[config.mk]
export PLATFORM = sky130hd
export DESIGN_NAME = score_event_arbiter
export DESIGN_NICKNAME = d
export VERILOG_FILES = /design/src/rtl/score_event_arbiter.sv
export SDC_FILE = /design/constraint.sdc
export NUM_CORES = 1
export LEC_CHECK = 0
export BUFFER_PORTS_ARGS = -buffer_cell sky130_fd_sc_hd__buf_4
export CAP_MARGIN = 20
export CORE_MARGIN = 2
export CORE_UTILIZATION = 50
export DETAILED_ROUTE_END_ITERATION = 8
export PLACE_DENSITY = 0.74
export SYNTH_ARGS = -nofsm -noshare
export SYNTH_HDL_FRONTEND = slang
export SYNTH_SLANG_ARGS = --single-unit
[constraint.sdc]
create_clock -name Clk -period 10.1 [get_ports Clk]
set_input_delay 0.505 -clock Clk [delete_from_list [all_inputs] [get_ports Clk]]
set_output_delay 0.505 -clock Clk [all_outputs]
set_load 0.02 [all_outputs]
[src/rtl/score_event_arbiter.sv]
// score_event_arbiter: round-robin scoring-event arbiter feeding a digit-serial BCD score adder
module score_event_arbiter #(
    parameter int          PENDING_W = 4,
    parameter logic [15:0] COIN_PTS  = 16'h0010,
    parameter logic [15:0] STOMP_PTS = 16'h0050,
    parameter logic [15:0] WIN_PTS   = 16'h0200
) (
    input  logic        Clk,
    input  logic        Reset,
    input  logic        clear_score,
    input  logic [2:0]  req,
    output logic [15:0] score_display,
    output logic        busy,
    output logic [2:0]  grant,
    output logic [2:0]  drop,
    output logic        score_sat
);
    typedef enum logic {IDLE, ADD} state_t;
    state_t state, state_next;
    logic [2:0][PENDING_W-1:0] pend;
    logic [2:0]  pend_nz, rot, take_vec, ptr_off;
    logic [1:0]  ptr, off, src, digit;
    logic [15:0] acc, addend, commit_val;
    logic        carry, take, commit, cout;
    logic [3:0]  dig_a, dig_b, dig_res;
    logic [4:0]  sum;
    // pending flags rotated so bit 0 is the first candidate after the last grant
    always_comb begin
        pend_nz = {|pend[2], |pend[1], |pend[0]};
        rot     = ptr == 2'd1 ? {pend_nz[0], pend_nz[2], pend_nz[1]} :
                  ptr == 2'd2 ? {pend_nz[1], pend_nz[0], pend_nz[2]} : pend_nz;
        off     = rot[0] ? 2'd0 : rot[1] ? 2'd1 : 2'd2;
        ptr_off = {1'b0, ptr} + {1'b0, off};
        src     = ptr_off >= 3'd3 ? 2'(ptr_off - 3'd3) : ptr_off[1:0];
    end
    // one BCD digit of acc + addend + carry; a carry out of digit 3 clamps the score
    always_comb begin
        dig_a      = acc[{digit, 2'b00} +: 4];
        dig_b      = addend[{digit, 2'b00} +: 4];
        sum        = {1'b0, dig_a} + {1'b0, dig_b} + {4'b0000, carry};
        cout       = sum > 5'd9;
        dig_res    = cout ? 4'(sum - 5'd10) : sum[3:0];
        commit_val = cout ? 16'h9999 : {dig_res, acc[11:0]};
    end
    // state register; clear_score aborts an addition in progress
    always_ff @(posedge Clk) begin
        if (Reset || clear_score) state <= IDLE;
        else state <= state_next;
    end
    // next state: leave IDLE when anything is pending, return after digit 3
    always_comb begin
        state_next = state == IDLE ? (|pend_nz ? ADD : IDLE) : (digit == 2'd3 ? IDLE : ADD);
    end
    // FSM decodes: grant decision in IDLE, commit on the last digit
    always_comb begin
        take     = state == IDLE && |pend_nz;
        commit   = state == ADD && digit == 2'd3;
        take_vec = take ? 3'(3'b001 << src) : 3'b000;
    end
    // pending counters, arbitration pointer, digit-serial accumulator and score
    always_ff @(posedge Clk) begin
        if (Reset || clear_score) begin
            pend          <= '0;
            score_display <= '0;
            busy          <= 1'b0;
            grant         <= '0;
            drop          <= '0;
            score_sat     <= 1'b0;
            acc           <= '0;
            addend        <= '0;
            carry         <= 1'b0;
            digit         <= '0;
            if (Reset) ptr <= '0;
        end else begin
            grant <= take_vec;
            drop  <= '0;
            for (int s = 0; s < 3; s++) begin
                if (req[s] && !take_vec[s]) begin
                    if (&pend[s]) drop[s] <= 1'b1;
                    else pend[s] <= pend[s] + 1'b1;
                end else if (!req[s] && take_vec[s]) begin
                    pend[s] <= pend[s] - 1'b1;
                end
            end
            if (take) begin
                ptr    <= src == 2'd2 ? 2'd0 : src + 2'd1;
                addend <= src == 2'd0 ? COIN_PTS : src == 2'd1 ? STOMP_PTS : WIN_PTS;
                acc    <= score_display;
                carry  <= 1'b0;
                digit  <= '0;
                busy   <= 1'b1;
            end
            if (state == ADD) begin
                acc[{digit, 2'b00} +: 4] <= dig_res;
                carry <= cout;
                digit <= digit + 2'd1;
            end
            if (commit) begin
                score_display <= commit_val;
                busy          <= |pend_nz || |req;
                if (cout) score_sat <= 1'b1;
            end
        end
    end
endmodule

==> metrics.yaml <==
place_ws_ps: 5142
dp.cells: 529
antenna_found_initial: 0
netlist_area_um2: 3526
total_power_mw: 1.514
yosysWarningCount: 0
max_freq_ghz: 0.2009
synth-compound-area-share_pct: 21.01
fin_nets: 474
final-hold-violation-count: 0
ys_async_sr_fraction_pct: 0
crit_fanout: 7
vias_per_cell: 5.994
peakVddDrop_mv: 0.2206
drt_wl_total_mm: 8.697
dieWidth_um: 87.98
row_count: 30
syn-num-nets: 459
stdcell_count: 544
worst-setup-path-type: "reg2reg"
ys_ff_latch: 61
drc_errors: 0
fin_area_um2: 3950
antenna_left: 0
overflow: 0
place.port_buffers: 29
p_per_area_nw_per_um2: 383.4
drive_gt1_share_pct: 12.72
crit_required_ps: 10290
place_congestion: 0.9587
initial_core_util_pct: 51.90
placedInstanceArea_um2: 3747
reg2reg_to: "pend[10]"
wl_per_cell_um: 15.99
die_area_um2: 7740
cts_post_setup_buffers_inserted: 0
grt.total_usage_pct: 23.96
top_layer: "met4"
max_slew_margin_pct: 37.27
path_clk_slew_ps: 70
synthSimpleGateAreaFrac_pct: 19.66
tightest_slew_ps: 939.9
final_common_cell: "dfxtp_1"
cap_viol_max_count: 0
hold_end: "pend[2]"
initialDrtViolationCount: 308
finalCritPeriodShare_pct: 49.29
n_antenna_cell: 0
clockBufferDepth: 2
synthMuxAreaShare_pct: 5.784
clock-root-buffer: "clkbuf_8"
drt-pass1-iter-count: 5
post-route-util_pct: 58.14
ys_types: 46
place.detailed.hpwl_mm: 6.019
setup_viol: 0
finalSetupTns_ps: 0
r2r_start: "pend[0]"
wl_met2_mm: 3.871
grt_pass1_vias: 2945
min-delay-start: "req[0]"
setup_ws_ps: 5121
min_path_cells: 2
grt_pass1_wl_mm: 14.29
ios: 30
grt_max_degree: 41
endpoint_kind: "register"
start_kind: "register"
synth_top_family_by_area: "compound AO/OA/AOI/OAI gates"
cts.sinks: 61
fin_skew_ps: 8.032
cts_htree_levels: 3
reg2reg_slack_ps: 5120
hp-class: "in2reg"
reg2reg_depth: 23
wl_met1_mm: 4.123
cts_buffers: 9
synthAdderAreaFrac_pct: 9.155
coreArea_um2: 6794
min_period_ps: 4979
p_leak_nw: 1.560
holdWs_ps: 407.0
synth-xor-area-share_pct: 3.478
grt_setup_unrepaired: "no"
area_delta_synth_final_pct: 12.03
synth.avg_cell_area_um2: 8.219
wl_met3_um: 491
syn_inst: 429
tritoncts: "yes"
fp.dieH_um: 87.98
seq_area_frac_synth_pct: 35.20
cts-resized-gates: 0
vias: 3261
ys.flop_type: "dfxtp_1"
crit_arrival_ps: 5170
synth_edf_count: 2
cts_hold_buf: 0
layout_common_cells: "59 x dfxtp_1, 44 x nand2_1, 43 x nor2_1"
clkLatencyLatePin_ps: 340
maxSlewViolCount: 0
status: "complete, no violations"
## worst max-delay path by stage
stage / start / endpoint / slack (ps) / cells after the start
global placement: pend[0] / pend[10] / 5280 / 23
global route: pend[1] / pend[6] / 4610 / 22
detailed placement: pend[0] / pend[10] / 5140 / 23
CTS: pend[0] / pend[10] / 5140 / 23
finish: pend[0] / pend[10] / 5120 / 23
floorplan: pend[1] / pend[10] / 5650 / 25
## worst max-delay path, stage by stage, from the launching register on
cell and delay [ps]:
dfxtp_1 370, or4_1 690, nor3_1 230, a311oi_1 80, a21oi_1 160, ha_1 160
inv_1 40, fa_1 520, inv_1 60, ha_1 170, nor2b_1 210, nand3_1 110
o21ai_0 200, inv_1 130, ha_1 290, nand2_1 190, nand2_1 140, xor2_1 170
ha_1 180, a21oi_1 140, xor2_1 230, nor2_1 70, a211oi_1 220, a211oi_1 70
## sequential cells by signal, indices dropped and copies added, names as in the netlist
signal,count
state,1
ptr,2
drop,3
busy,1
addend,3
digit,2
carry,1
grant,3
acc,16
score_sat,1
score_display,16
pend,12
## area by class of cell
cell class	count	area (um2)
Clock buffer	14	172.7
Clock inverter	1	30.03
Sequential cell	61	1241
Multi-Input combinational cell	322	2086
Tap cell	96	120.1
Inverter	20	75.07
Timing Repair Buffer	30	225.2
Fill cell	629	2844
## report_power, final
group	internal (mW)	switching, mW	leakage (nW)
Sequential	0.292	0.0588	0.500
Clock	0.133	0.0926	0.103
Combinational	0.345	0.593	0.958
## cell usage after synthesis (3+ instances only)
cell type / n / area [um2]
and3_1: 5 / 31.28
a41oi_1: 4 / 35.03
or4_1: 3 / 22.52
xnor2_1: 4 / 35.03
clkbuf_1: 17 / 63.81
o22ai_1: 4 / 25.02
dfxtp_1: 59 / 1181
fa_1: 3 / 60.06
nor2b_1: 4 / 25.02
a211oi_1: 12 / 90.09
mux2i_1: 8 / 80.08
nand2_1: 44 / 165.2
or3_1: 6 / 37.54
a311oi_1: 4 / 35.03
buf_2: 5 / 25.02
nand3_1: 20 / 100.1
nand4_1: 3 / 18.77
a21oi_1: 41 / 205.2
mux4_2: 4 / 90.09
o21ai_0: 34 / 170.2
nor2_1: 44 / 165.2
ha_1: 21 / 262.8
a31oi_1: 7 / 43.79
xor2_1: 10 / 87.58
inv_1: 20 / 75.07
mux2_2: 3 / 33.78
nor4_1: 3 / 18.77
nor3_1: 12 / 60.06
## metal layers
layer / global-route usage, % / vias up
met1: 33.22 / 1538
met5: 0 / -
met3: 4.524 / 23
met2: 35.81 / 127
li1: - / 1573
met4: 11.75 / 0
## logic make-up after synthesis
| logic type | count (synthesis) |
|---|---|
| AOI/OAI and AO/OA | 119 |
| adders and majority gates | 24 |
| muxes | 15 |
| DFF | 61 |
| buffers and inverters | 46 |
| xor gates and xnor gates | 14 |
| and+or+nand+nor | 150 |
No activity file was read; power rests on OpenSTA's default activity.
